$ cat src/rtl/reflex_timer_if.sv
// Signal bundle between the reflex timer and its surroundings: the start and
// button levels, the millisecond tick with its phase-clear, and the result.
interface reflex_timer_if;
  logic        start;
  logic        button;
  logic        one_ms;
  logic        tick_clear;
  logic        led;
  logic [15:0] ms_bcd;
  logic        valid;
  logic        timeout;
  logic        false_start;

  // Environment side: drives the user inputs and the ms tick.
  modport master (
    output start, button, one_ms,
    input  tick_clear, led, ms_bcd, valid, timeout, false_start
  );

  // Timer side.
  modport slave (
    input  start, button, one_ms,
    output tick_clear, led, ms_bcd, valid, timeout, false_start
  );
endinterface

$ cat src/rtl/reflex_timer.sv
// Reaction-time controller: waits a pseudo-random delay after a start request,
// lights the stimulus LED, then counts whole milliseconds in BCD until the
// button is pressed. The ms generator phase is cleared on load and on stimulus
// so every measured interval begins on a clean millisecond boundary.
module reflex_timer #(
  parameter int MIN_DELAY_MS = 1000,
  parameter int RAND_BITS    = 10
) (
  input  logic          ck,
  input  logic          reset,
  reflex_timer_if.slave bus
);

  typedef enum logic [2:0] {
    IDLE, LOAD, WAIT, GO, MEASURE, DONE, FALSE
  } state_t;

  localparam logic [15:0] MIN_DLY = 16'(MIN_DELAY_MS);

  state_t      r_state;
  state_t      w_next;
  logic        r_start_q;
  logic        r_button_q;
  logic [15:0] r_lfsr;
  logic [15:0] r_dly;
  logic [15:0] r_ms_bcd;
  logic        r_timeout;

  logic        w_start_edge;
  logic        w_button_edge;
  logic [15:0] w_rand;
  logic        w_load;
  logic        w_dly_dec;
  logic        w_bcd_inc;
  logic        w_saturate;
  logic        w_tick_clear;
  logic        w_led;
  logic        w_valid;
  logic        w_false_start;

  // Four-digit BCD increment; each digit wraps 9->0 and carries upward.
  function automatic logic [15:0] bcd_inc(input logic [15:0] v);
    logic [15:0] res;
    logic        carry;
    res   = v;
    carry = 1'b1;
    for (int i = 0; i < 4; i++) begin
      if (carry) begin
        if (res[i*4 +: 4] == 4'd9) begin
          res[i*4 +: 4] = 4'd0;
        end else begin
          res[i*4 +: 4] = res[i*4 +: 4] + 4'd1;
          carry         = 1'b0;
        end
      end
    end
    return res;
  endfunction

  // The previous levels reset high so a level already asserted at reset
  // does not count as an edge.
  assign w_start_edge  = bus.start  & ~r_start_q;
  assign w_button_edge = bus.button & ~r_button_q;
  assign w_rand        = {{(16-RAND_BITS){1'b0}}, r_lfsr[RAND_BITS-1:0]};

  // Edge-detect history and free-running Galois LFSR (x^16+x^14+x^13+x^11+1).
  always_ff @(posedge ck) begin
    if (reset) begin
      r_start_q  <= 1'b1;
      r_button_q <= 1'b1;
      r_lfsr     <= 16'hACE1;
    end else begin
      r_start_q  <= bus.start;
      r_button_q <= bus.button;
      r_lfsr     <= {1'b0, r_lfsr[15:1]} ^ (r_lfsr[0] ? 16'hB400 : 16'h0000);
    end
  end

  // FSM state register.
  always_ff @(posedge ck) begin
    if (reset) r_state <= IDLE;
    else       r_state <= w_next;
  end

  // Next-state decode, datapath strobes and Moore outputs.
  always_comb begin
    w_next        = r_state;
    w_load        = 1'b0;
    w_dly_dec     = 1'b0;
    w_bcd_inc     = 1'b0;
    w_saturate    = 1'b0;
    w_tick_clear  = 1'b0;
    w_led         = 1'b0;
    w_valid       = 1'b0;
    w_false_start = 1'b0;
    case (r_state)
      IDLE: begin
        if (w_start_edge) w_next = LOAD;
      end
      LOAD: begin
        w_tick_clear = 1'b1;
        w_load       = 1'b1;
        w_next       = WAIT;
      end
      WAIT: begin
        // A press on the final tick still counts as a false start.
        if (w_button_edge) begin
          w_next = FALSE;
        end else if (bus.one_ms) begin
          if (r_dly == 16'd1) w_next    = GO;
          else                w_dly_dec = 1'b1;
        end
      end
      GO: begin
        w_tick_clear = 1'b1;
        w_next       = MEASURE;
      end
      MEASURE: begin
        w_led = 1'b1;
        // A press coinciding with a tick freezes the count before that tick.
        if (w_button_edge) begin
          w_next = DONE;
        end else if (bus.one_ms) begin
          if (r_ms_bcd == 16'h9999) begin
            w_next     = DONE;
            w_saturate = 1'b1;
          end else begin
            w_bcd_inc = 1'b1;
          end
        end
      end
      DONE: begin
        w_valid = 1'b1;
        if (w_start_edge) w_next = LOAD;
      end
      FALSE: begin
        w_false_start = 1'b1;
        if (w_start_edge) w_next = LOAD;
      end
      default: w_next = IDLE;
    endcase
  end

  // Delay counter, BCD result and timeout flag.
  always_ff @(posedge ck) begin
    if (reset) begin
      r_dly     <= 16'd0;
      r_ms_bcd  <= 16'h0000;
      r_timeout <= 1'b0;
    end else if (w_load) begin
      r_dly     <= MIN_DLY + w_rand;
      r_ms_bcd  <= 16'h0000;
      r_timeout <= 1'b0;
    end else begin
      if (w_dly_dec)  r_dly     <= r_dly - 16'd1;
      if (w_bcd_inc)  r_ms_bcd  <= bcd_inc(r_ms_bcd);
      if (w_saturate) r_timeout <= 1'b1;
    end
  end

  assign bus.tick_clear  = w_tick_clear;
  assign bus.led         = w_led;
  assign bus.ms_bcd      = r_ms_bcd;
  assign bus.valid       = w_valid;
  assign bus.timeout     = r_timeout;
  assign bus.false_start = w_false_start;

endmodule

$ cat src/flat_wrapper.sv
// flat-port wrapper written by rule: the top's interface ports become plain ports
module reflex_timer_flat 
#(
  parameter int MIN_DELAY_MS = 1000,
  parameter int RAND_BITS    = 10
)
  (ck, reset, bus_start, bus_button, bus_one_ms, bus_tick_clear, bus_led, bus_ms_bcd, bus_valid, bus_timeout, bus_false_start);
  reflex_timer_if bus_i ();
  input  logic ck;
  input  logic reset;
  input wire logic [$bits(bus_i.start)-1:0] bus_start;
  input wire logic [$bits(bus_i.button)-1:0] bus_button;
  input wire logic [$bits(bus_i.one_ms)-1:0] bus_one_ms;
  output wire logic [$bits(bus_i.tick_clear)-1:0] bus_tick_clear;
  output wire logic [$bits(bus_i.led)-1:0] bus_led;
  output wire logic [$bits(bus_i.ms_bcd)-1:0] bus_ms_bcd;
  output wire logic [$bits(bus_i.valid)-1:0] bus_valid;
  output wire logic [$bits(bus_i.timeout)-1:0] bus_timeout;
  output wire logic [$bits(bus_i.false_start)-1:0] bus_false_start;
  assign bus_i.start = bus_start;
  assign bus_i.button = bus_button;
  assign bus_i.one_ms = bus_one_ms;
  assign bus_tick_clear = bus_i.tick_clear;
  assign bus_led = bus_i.led;
  assign bus_ms_bcd = bus_i.ms_bcd;
  assign bus_valid = bus_i.valid;
  assign bus_timeout = bus_i.timeout;
  assign bus_false_start = bus_i.false_start;
  reflex_timer #(.MIN_DELAY_MS(MIN_DELAY_MS), .RAND_BITS(RAND_BITS)) u_core (.ck(ck), .reset(reset), .bus(bus_i));
endmodule
$ cat config.mk
export PLATFORM = sky130hd
export DESIGN_NAME = reflex_timer_flat
export DESIGN_NICKNAME = d
export VERILOG_FILES = /design/src/rtl/reflex_timer_if.sv /design/src/rtl/reflex_timer.sv /design/src/flat_wrapper.sv
export SDC_FILE = /design/constraint.sdc
export NUM_CORES = 1
export LEC_CHECK = 0
export CORE_MARGIN = 2
export CORE_UTILIZATION = 60
export DETAILED_ROUTE_END_ITERATION = 8
export GPL_ROUTABILITY_DRIVEN = 1
export MAX_ROUTING_LAYER = met4
export PLACE_DENSITY = 0.95
export SYNTH_ARGS = -nofsm -noshare
export SYNTH_HDL_FRONTEND = slang
export SYNTH_SLANG_ARGS = --single-unit
$ cat constraint.sdc
create_clock -name ck -period 3.3 [get_ports ck]
set_clock_uncertainty 0.15 [all_clocks]
set_input_delay 0.495 -clock ck [delete_from_list [all_inputs] [get_ports ck]]
set_output_delay 0.495 -clock ck [all_outputs]
set_load 0.02 [all_outputs]
# Yosys cells after proc, flatten, opt, wreduce, memory -nomap -nowiden
# Index checks and enable logic that the tools add are counted.
# totals
ff_bits	54
inputBits	5
output_inout_bits	21
wordCells	93
# op_classes
n_addsub	6
n_eq_ne	17
mux	46
bitwise	5
n_reduce_logical	9
# op_table
op	n
$mux W16	3
$mux W1	31
$mux W3	7
$add A4 B1 Y4 const B	4
$eq A16 B1 Y1 const B	1
$eq A16 B16 Y1 const B	1
$eq A4 B4 Y1 const B	4
$mux W4	4
$sub A16 B1 Y16 const B	1
$xor A15 B16 Y16	1
$pmux W3 S5	1
$add A10 B10 Y11 const A	1
$eq A3 B3 Y1 const B	3
$eq A3 B2 Y1 const B	2
$ne A3 B1 Y1 const B	2
$ne A3 B2 Y1 const B	2
$reduce_and A2 Y1	3
$reduce_and A5 Y1	1
$reduce_or A2 Y1	2
$eq A3 B1 Y1 const B	1
$logic_not A3 Y1	1
$reduce_or A3 Y1	1
$and A1 B1 Y1	2
$ne A2 B1 Y1 const B	1
2 further kinds	3

# Depth between registers and ports, before layout
# logic_depth
depth_word	17
ltp_mapped	7
mapped_depth_nobuf	7

# Worst setup path after synthesis
# No wires, ideal clock.
# synth_path
path_kind	reg2reg
start	register u_core.r_dly[0]
end	register u_core.r_dly[2]
setup_ns	0.137
arrival_ns	1.832
slack_ns	1.180
path_stages_with_launch	7
path_buffers	0
cell_sequence	dfxtp_1 > ha_1 > or4b_4 > or4_4 > nand3_1 > xor2_1 > a211oi_1
# synth_via
elab_chain_cells	6
# synth_rtl
item	line	text
start: declaration	reflex_timer.sv:25	logic [15:0] r_dly;
start signal: assignment	reflex_timer.sv:151	r_dly <= MIN_DLY + w_rand;
start signal: assignment	reflex_timer.sv:155	if (w_dly_dec) r_dly <= r_dly - 16'd1;
branches (longest 6 deep; another with $sub A16 B1 Y16)	-	
# Parallel ways; which one is timed is not known. The select of a mux whose other input is x is not followed.
# A chain may end at the register's enable or synchronous reset.

# Worst setup path in the final report
# layout_path
start	register u_core.r_state[0]
end	output port bus_valid
# layout_via
elab_chain_cells	2
# layout_rtl
item	line	text
start: declaration	reflex_timer.sv:20	state_t r_state;
start signal: assignment	reflex_timer.sv:82	else r_state <= w_next;
$eq A3 B3 Y1	reflex_timer.sv:96	case (r_state)
$mux W1	reflex_timer.sv:96	
end: declaration	flat_wrapper.sv:17	output wire logic [$bits(bus_i.valid)-1:0] bus_valid;
# No other way between the ends.

==> results.yml <==
timing:
  final_max_slew_viol_count: 0
  worst_slew_margin_rel_pct: 58.0
  final.period_utilization_pct: 74.4
  finalHoldViolCount: 0
  final_period_minus_worst_setup_slack_ns: 2.45
  worst-slew-pin-transition_ns: 0.630
  hold_slack_ns: 0.274
  max_freq_ghz: 0.407
  setup_viol: 0
  fin_tns_setup_ns: 0
  grt_setup_unrepaired: "false"
logic_synthesis:
  synth_top_flop_cell: "sky130_fd_sc_hd__dfxtp_1"
  mappedNetlistNets: 306
  yosysWarningCount: 0
  synth-edff-count: 0
  ys_types: 55
  synth_seq_area_share_pct: 40.3
  netlist_area_sq_mm: 0.00268
  yosys_register_bits: 54
  synth-async-reset-ratio_pct: 0
  synth.avg_cell_area_sq_um: 9.00
  syn-instance-count: 298
global_route:
  grt_start_max_net_pins: 35
  vias_in_the_first_global_route: 2214
  grt.overflow.total: 0
  groute.usage.overall_pct: 25.3
  grt_antenna_before_repair: 0
  grt_pass1_wl_mm: 10.0
pwr:
  power-per-cell-area_mw_per_mm2: 429
  maximum_ir_drop_on_the_vdd_rail_v: 0.000419
  power.leakage_nw: 1.06
route:
  detail_route.vias_per_cell: 6.07
  drc: 0
  firstDrtPassIters: 4
  detail_route.iter0.violations: 192
  routed_wirelength_mm: 5.74
  dr_total_vias: 2263
  avgRoutedWirePerCell_microns: 15.4
  ant_nets: 0
worst_hold_path:
  worst_hold_path_type: "reg2reg"
  hold_start: "u_core.r_lfsr[12]$_SDFF_PP0_"
  whs_path_depth: 1
clock_network:
  number_of_buffers_created_by_cts: 5
  clk_transition_reported_paths_ns: 0.10
  cts_max_level: 2
  clk_path_buf_depth: 2
  post_cts_setup_inserts: 0
  cts_tree: "built"
  insertion_delay_of_the_later_clocked_pin_in_the_worst_skew_pair_ns: 0.31
  root_buffer: "sky130_fd_sc_hd__clkbuf_8"
  post_cts_hold_buffer_count: 0
  clock_sinks: 54
  cts_repair_resize_count: 0
critical_path:
  reg2reg_slack_ns: 0.96
  critical_path.reg2reg.startpoint: "u_core.r_state[2]$_SDFFE_PP0P_"
  critPathRequiredTime_ns: 2.65
  criticalPathCategory: "reg2out"
  reg2regPathDepth: 6
  endpoint_kind: "primary output"
  critical_path.startpoint: "u_core.r_state[0]$_SDFFE_PP0P_"
  cp_arrival_ns: 1.81
  crit_fanout: 9
  worst_setup_path_start_kind: "register"
finish:
  final_net_count: 328
  layout-drive-gt1-share_pct: 10.6
  finish.instance_area_sq_mm: 0.00306
  antennaDiodeCount: 0
  relative_area_change_from_synthesis_to_final_layout_pct: 14.2
  fillerInstances: 351
status:
  run_status: "complete, no violations"
floorplan:
  ios: 26
  die_w_microns: 70.9
  initial_core_util_pct: 62.0
  die-area_sq_mm: 0.00502
  rows: 24
  die_ht_microns: 70.9
  floorplan.core_area_sq_mm: 0.00432
placement:
  io_buffer_count: 25
  globalplace.congestion: 0.844
  hpwl_mm: 3.98
  postPlaceCellArea_sq_mm: 0.00297
job:
  max_cap_viol_count: 0
## flip-flops by register name, summed over array words and instances (netlist names)
register,cells
u_core.bus.timeout,1
u_core.r_start_q,1
u_core.r_dly,16
u_core.r_state,3
u_core.bus.ms_bcd,16
u_core.r_button_q,1
u_core.r_lfsr,16
## logic make-up after synthesis
logic type	share of synthesized area [%]
adder cells (fa/ha/maj)	1.40
buffers and inverters	3.03
multiplexers	1.17
XOR/XNOR	8.49
AO/OA/AOI/OAI	11.5
AND/OR/NAND/NOR	34.1
flip-flops	40.3
## worst max-delay path, stage by stage (launching register included)
cell	delay, ns
sky130_fd_sc_hd__dfxtp_1	0.56
sky130_fd_sc_hd__inv_1	0.16
sky130_fd_sc_hd__nor2_1	0.16
sky130_fd_sc_hd__clkdlybuf4s50_1	0.62
## cell usage after synthesis, drive strengths merged, types with 2 or more instances
cell type  number  area share (%)
xnor2          13             4.2
o211a           2            0.75
or4             8             2.7
or3             5             1.2
nor3           10             1.9
nor2b          14             3.3
nor2           33             4.6
nor4bb          4             1.5
a221oi          2            0.65
nor3b           5             2.2
nand3b          4             1.1
and3            3            0.70
nand2          13             1.8
a31oi           5             1.2
nor4            8             2.9
o21ai           9             1.7
a21oi          14             2.6
clkbuf         10             1.4
dfxtp          54              40
mux2i           2            0.75
nand4           2            0.47
and4b           2            0.75
xor2           13             4.2
buf             4            0.93
nand2b          7             1.6
or2             8             1.9
ha              3             1.4
inv             5            0.70
nand4b          2            0.65
nand3          10             1.9
or3b            2            0.65
a211oi          6             1.7
## worst paths after layout
path	to
setup reg to reg	u_core.bus.ms_bcd[9]$_SDFFE_PP0P_
setup / recovery	bus_valid
hold / removal	u_core.r_lfsr[11]$_SDFF_PP1_
hold reg to reg	u_core.r_lfsr[11]$_SDFF_PP1_
## where the power goes
part           internal, mW  switching, mW
clock                 0.159          0.235
sequential            0.686         0.0360
combinational        0.0871          0.110
## layer usage
metal,share of wire [%],GRT usage [%]
met2,52,42.1
met4,1.0,9.85
met1,43,30.2
met5,0,-
met3,4.0,4.99
## cell type report
class / instances / area, sq um / share of cell area, %
multi-input cells: 225 / 1520 / 49.6
well taps: 52 / 65.1 / 2.12
repair buffers: 29 / 280 / 9.15
clock inverters: 3 / 28.8 / 0.940
inverters: 5 / 18.8 / 0.613
flip-flops and latches: 54 / 1080 / 35.3
clock buffers: 5 / 68.8 / 2.25
## stage by stage
stage / util [%] / worst slack (ns) / instances / power (mW)
after detailed placement: 68.6 / 0.674 / 365 / 0.925
after floorplan: - / 1.18 / 298 / 0.881
after global routing: 70.8 / 0.719 / 373 / 1.38
after global placement: 68.6 / 0.738 / 365 / 0.916
final: 70.8 / 0.845 / 373 / 1.31
after CTS: 70.8 / 0.850 / 373 / 1.32
## cells in the final DEF, fill, tap and decap left out, types with 4 or more instances in the layout
cell type                         instances
sky130_fd_sc_hd__xor2_1                  13
sky130_fd_sc_hd__or3_1                    5
sky130_fd_sc_hd__nor4_1                   5
sky130_fd_sc_hd__a31oi_1                  5
sky130_fd_sc_hd__nor2b_1                 14
sky130_fd_sc_hd__o21ai_0                  8
sky130_fd_sc_hd__nor2_1                  33
sky130_fd_sc_hd__nand2b_1                 7
sky130_fd_sc_hd__dfxtp_1                 54
sky130_fd_sc_hd__nand3b_1                 4
sky130_fd_sc_hd__nand3_1                 10
sky130_fd_sc_hd__nor3_1                  10
sky130_fd_sc_hd__inv_1                    5
sky130_fd_sc_hd__nand2_1                 13
sky130_fd_sc_hd__or4_1                    5
sky130_fd_sc_hd__xnor2_1                 13
sky130_fd_sc_hd__buf_4                    4
sky130_fd_sc_hd__clkdlybuf4s50_1         25
sky130_fd_sc_hd__a211oi_1                 6
sky130_fd_sc_hd__a21oi_1                 14
sky130_fd_sc_hd__or2_2                    8
sky130_fd_sc_hd__clkbuf_8                 5
sky130_fd_sc_hd__nor4bb_1                 4
No activity file was read; power rests on OpenSTA's default activity.
